[src/rtl/bmp180_word_collector.sv]
// Groups the BMP180 received-byte stream into ID / calibration / UT / UP frames
// and commits each completed frame atomically to holding registers.
module bmp180_word_collector #(
  parameter int unsigned CALIB_WORDS = 11
) (
  input  logic        clk,
  input  logic        reset,
  input  logic        frameStart,
  input  logic [1:0]  frameSel,
  input  logic        received,
  input  logic [7:0]  datareceive,
  input  logic [3:0]  rdAddr,
  output logic [15:0] rdData,
  output logic [7:0]  id,
  output logic [15:0] ut,
  output logic [23:0] up,
  output logic        idValid,
  output logic        calibValid,
  output logic        utValid,
  output logic        upValid,
  output logic        busy,
  output logic        frameDone,
  output logic        frameErr
);

  localparam int unsigned STAGE_BYTES = 2 * CALIB_WORDS;
  localparam logic [0:0]  ST_IDLE     = 1'b0;
  localparam logic [0:0]  ST_COLLECT  = 1'b1;
  localparam logic [1:0]  SEL_ID      = 2'd0;
  localparam logic [1:0]  SEL_CAL     = 2'd1;
  localparam logic [1:0]  SEL_UT      = 2'd2;
  localparam logic [1:0]  SEL_UP      = 2'd3;

  logic [0:0]  r_state;
  logic [1:0]  r_sel;
  logic [4:0]  r_cnt;
  logic [7:0]  r_stage [STAGE_BYTES];
  logic [15:0] r_calib [CALIB_WORDS];
  logic [7:0]  r_id;
  logic [15:0] r_ut;
  logic [23:0] r_up;
  logic        r_id_valid;
  logic        r_cal_valid;
  logic        r_ut_valid;
  logic        r_up_valid;
  logic        r_done;
  logic        r_err;

  logic [4:0]  w_last_idx;
  logic        w_take;
  logic        w_final;
  logic        w_err;

  // Index of the final byte for the frame kind being collected
  always_comb begin
    w_last_idx = 5'd0;
    case (r_sel)
      SEL_ID:  w_last_idx = 5'd0;
      SEL_CAL: w_last_idx = 5'(STAGE_BYTES - 1);
      SEL_UT:  w_last_idx = 5'd1;
      SEL_UP:  w_last_idx = 5'd2;
      default: w_last_idx = 5'd0;
    endcase
  end

  // frameStart outranks a same-cycle byte, which is then dropped
  assign w_take  = (r_state == ST_COLLECT) && received && !frameStart;
  assign w_final = w_take && (r_cnt == w_last_idx);
  assign w_err   = ((r_state == ST_IDLE) && received && !frameStart) ||
                   ((r_state == ST_COLLECT) && frameStart);

  // Frame state, latched kind and byte counter
  always_ff @(posedge clk or negedge reset) begin
    if (!reset) begin
      r_state <= ST_IDLE;
      r_sel   <= 2'd0;
      r_cnt   <= 5'd0;
    end else if (frameStart) begin
      r_state <= ST_COLLECT;
      r_sel   <= frameSel;
      r_cnt   <= 5'd0;
    end else if (w_final) begin
      r_state <= ST_IDLE;
      r_cnt   <= 5'd0;
    end else if (w_take) begin
      r_cnt   <= r_cnt + 5'd1;
    end else begin
      r_cnt   <= r_cnt;
    end
  end

  // Staging buffer for the bytes of the frame in progress
  always_ff @(posedge clk or negedge reset) begin
    if (!reset) begin
      for (int i = 0; i < STAGE_BYTES; i++) r_stage[i] <= 8'd0;
    end else if (w_take && ({27'd0, r_cnt} < STAGE_BYTES)) begin
      r_stage[r_cnt] <= datareceive;
    end else begin
      r_stage <= r_stage;
    end
  end

  // Commit: final byte comes straight from the bus so all targets load on one edge
  always_ff @(posedge clk or negedge reset) begin
    if (!reset) begin
      for (int k = 0; k < CALIB_WORDS; k++) r_calib[k] <= 16'd0;
      r_id        <= 8'd0;
      r_ut        <= 16'd0;
      r_up        <= 24'd0;
      r_id_valid  <= 1'b0;
      r_cal_valid <= 1'b0;
      r_ut_valid  <= 1'b0;
      r_up_valid  <= 1'b0;
    end else if (w_final) begin
      case (r_sel)
        SEL_ID: begin
          r_id       <= datareceive;
          r_id_valid <= 1'b1;
        end
        SEL_CAL: begin
          for (int k = 0; k < CALIB_WORDS - 1; k++)
            r_calib[k] <= {r_stage[2*k], r_stage[2*k+1]};
          r_calib[CALIB_WORDS-1] <= {r_stage[STAGE_BYTES-2], datareceive};
          r_cal_valid <= 1'b1;
        end
        SEL_UT: begin
          r_ut       <= {r_stage[0], datareceive};
          r_ut_valid <= 1'b1;
        end
        SEL_UP: begin
          r_up       <= {r_stage[0], r_stage[1], datareceive};
          r_up_valid <= 1'b1;
        end
        default: begin
          r_id <= r_id;
        end
      endcase
    end else begin
      r_id <= r_id;
    end
  end

  // One-cycle completion and protocol-error pulses
  always_ff @(posedge clk or negedge reset) begin
    if (!reset) begin
      r_done <= 1'b0;
      r_err  <= 1'b0;
    end else begin
      r_done <= w_final;
      r_err  <= w_err;
    end
  end

  // Combinational calibration read port
  always_comb begin
    rdData = 16'd0;
    if ({28'd0, rdAddr} < CALIB_WORDS) begin
      rdData = r_calib[rdAddr];
    end else begin
      rdData = 16'd0;
    end
  end

  assign id         = r_id;
  assign ut         = r_ut;
  assign up         = r_up;
  assign idValid    = r_id_valid;
  assign calibValid = r_cal_valid;
  assign utValid    = r_ut_valid;
  assign upValid    = r_up_valid;
  assign busy       = (r_state == ST_COLLECT);
  assign frameDone  = r_done;
  assign frameErr   = r_err;

endmodule
[config.mk]
export PLATFORM = sky130hd
export DESIGN_NAME = bmp180_word_collector
export DESIGN_NICKNAME = d
export VERILOG_FILES = /design/src/rtl/bmp180_word_collector.sv
export SDC_FILE = /design/constraint.sdc
export NUM_CORES = 1
export LEC_CHECK = 0
export ABC_AREA = 1
export CORE_ASPECT_RATIO = 2
export CORE_UTILIZATION = 29
export DETAILED_ROUTE_END_ITERATION = 10
export PLACE_DENSITY = 0.53
export RECOVER_POWER = 100
export SLEW_MARGIN = 20
export SYNTH_ARGS = -nofsm -noshare
export SYNTH_HDL_FRONTEND = slang
export SYNTH_SLANG_ARGS = --single-unit
[constraint.sdc]
create_clock -name clk -period 4.5 [get_ports clk]
set_clock_uncertainty 0.1 [all_clocks]
set_input_delay 0.45 -clock clk [delete_from_list [all_inputs] [get_ports clk]]
set_output_delay 0.45 -clock clk [all_outputs]
set_load 0.005 [all_outputs]
==> metrics.txt <==
Sw Share 28.5%; die area 63400 um2; worst hold path type reg2reg; Reg power frac about 48%; filler instances 6405; Post-Synthesis Cells approximately 2100; Static Leakage between 10 and 15 nW; Sequential cell area between 10000 and 15000 um2; Final Power between 0.009 and 0.01 W; Power Density 435 nW/um2; vias in the first global route 15300; Die W 179 um; combinational fraction of design power approximately 15%; most instantiated cells after synthesis nand2_1, dfrtp_1, nand4_1, o21ai_0, inv_1; CP Max Fanout 83; Synth area leaders dfrtp_1, nand2_1, nand4_1, o21ai_0, nand3_1; synth warn 0; Fin. Hold Viols 0; # DRC 0; Fmax achieved 275 MHz; WL final 60700 um; worst skew pair latency between 500 and 600 ps; Final ANT Viol Nets 0; top-count cell post-synth nand2_1; All-Layer GR Usage about a fifth; Clock transition at path regs 70 ps; Yosys top cell by area dfrtp_1; wire per inst 20.5 um; largest net degree at the start of global routing roughly 150; I/O pins 89; Post-synth EDFFs 0; critical path startpoint category register; multi-input logic area 6740 um2; global-route wire length before repair 92900 um; hold path startpoint upValid; Setup CP Type reg2reg; worst-margin pin slew 2490 ps; initial antenna violation count 0; Root Buffer clkbuf_16; R2R Setup Slk 870 ps; CP most frequent cell nand2_1; Place WS 1250 ps; synthesis-to-finish area growth 14.9%; CP Capture Type register; status complete, but fails checks; TritonRoute pass-1 iters 5; CP max stage cell nor2_1; CTS tree built; post-synth net total 2174; worst reg2reg path startpoint r_sel[0]; Clock power frac ~37%; MaxCap Viol Count 1; detailed placement HPWL 39000 um; Post-Syn Area 18100 um2; Final Max Slew Viols 90; PortBufs 88; row count 129; asr flop ratio synth 100%; CP top delay family simple AND/OR/NAND/NOR gates; DRT iter0 DRCs 1102; core area 61800 um2; setup TNS 0 ps; failing checks max-capacitance violations, max-slew violations; setup ws final 868 ps; Final Wtd Congestion 0.835; period utilization 80.7%; max incr delay on CP 980 ps; CTS max path bufs 3; WHS Endpoint upValid; GRT overflow 0; synth unique cells 28; final setup fails 0; Main synth FF type dfrtp_1; Worst Hold Depth 2; P_int 0.00647 W; DR vias 15100; crit path time final 3630 ps; synthesized flop and latch total 406; required time worst endpoint 4900 ps; switching power around 0.0026 W; CP Data Arrival Time ~4000 ps; critical path, cell by cell ha_1, clkinv_1, nand2_1, nand3_2, nor2_1, buf_12, nand4_1, nand2_1; worst vdd ir around 0.24 mV; vias per cell 5.11; die span in y 355 um; post-CTS setup buffers 0; Clock Sinks between 400 and 500; Yosys top cell area share a little under three fifths; r2r endpoint r_calib[146]; WP buf/inv 2; register area share after synthesis 56.2%; Inserted Clock Buffers 36; Ant. Diodes 0; Initial Util between 20 and 30%; RSZ-0062 raised after global routing false; average cell area after synthesis 8.42 um2; post-layout util 33.6%; FF-to-FF path depth 8; Slew HR -66.0%; fraction of layout cells with a size suffix above 1 4.61%; CTS H-tree lvls 2; Nets 2170
final cells by class:
cell class | instances | area share, %
well taps | 786 | 4.73
clock inverters | 12 | 0.945
clock buffers | 51 | 5.10
multi-input cells | 1471 | 32.4
flip-flops and latches | 406 | 48.9
repair buffers | 125 | 6.04
inverters | 104 | 1.89
per-stage QoR:
stage | cells | instance area, um2 | hold WS, ps
2_1_floorplan | 2148 | 18100 | 54.4
3_3_place_gp | 2890 | 19600 | 349
3_5_place_dp | 2890 | 19600 | 351
4_1_cts | 2954 | 20900 | 370
5_1_grt | 2955 | 20800 | 382
6_report | 2955 | 20800 | 365
sequential cells by signal (all words and copies together), names as in the netlist, 2 cells and up:
name / flops
up: 24
r_calib: 176
r_stage: 168
id: 8
r_sel: 2
r_cnt: 5
ut: 16
worst reg2reg max path, stage by stage (launching register included):
cell and delay (ps):
dfrtp_1 420, ha_1 890, clkinv_1 170, nand2_1 130
nand3_2 70, nor2_1 980, buf_12 410, nand4_1 280
nand2_1 130
routing by layer:
layer	global-route usage (%)	up-vias	wire length, um	part of all wire, %
li1	-	7069	-	-
met2	35.1	420	32300	53
met3	1.73	144	2220	3.7
met5	0	-	0	0
met1	21.4	7453	22000	36
met4	12.7	0	4220	7.0
cells by family after synthesis:
family                     synth area share [%]
adders and majority gates                 0.554
AOI/OAI and AO/OA                          5.87
and+or+nand+nor                            30.9
buffers and inverters                      6.37
xor gates and xnor gates                  0.145
DFF                                        56.2
power groups by stage:
stage	Combinational, W	Sequential, W	Clock (W)
after CTS	0.00145	0.00433	0.00345
after detailed placement	0.00144	0.00440	0
after floorplan	0.000664	0.00431	0
after global routing	0.00150	0.00437	0.00356
after global placement	0.00143	0.00439	0
final	0.00135	0.00432	0.00338
cells in the final DEF, fill, tap and decap left out, types with 3 or more instances in the layout:
cell	synthesis	routed
o21ai_0	184	186
nand2_1	855	860
clkbuf_16	0	38
clkbuf_2	0	5
ha_1	8	7
nand3_1	88	88
clkdlybuf4s50_1	0	19
clkbuf_1	90	10
dfrtp_1	406	406
nor2_1	34	40
buf_12	0	10
xor2_1	3	3
bufinv_16	0	5
buf_4	11	19
o21a_1	16	16
inv_1	98	99
nand4_1	259	260
clkbuf_8	0	6
dlygate4sd3_1	0	68
clkinv_2	0	6
worst max path at each step:
stage	from	to	slack (ps)	cells after the start
2_1_floorplan	rdAddr[0]	rdData[0]	2550	7
3_3_place_gp	rdAddr[1]	rdData[4]	1250	9
3_5_place_dp	rdAddr[1]	rdData[1]	1250	9
4_1_cts	rdAddr[1]	rdData[1]	1250	9
5_1_grt	r_sel[0]	r_calib[1]	560	8
6_report	r_sel[0]	r_calib[146]	870	8
repair_timing:
action,in CTS,in global routing
gates resized for setup,0,0
hold buffers,1,0
hold endpoints to repair,86,0
Power figures use the tool's default switching activity.
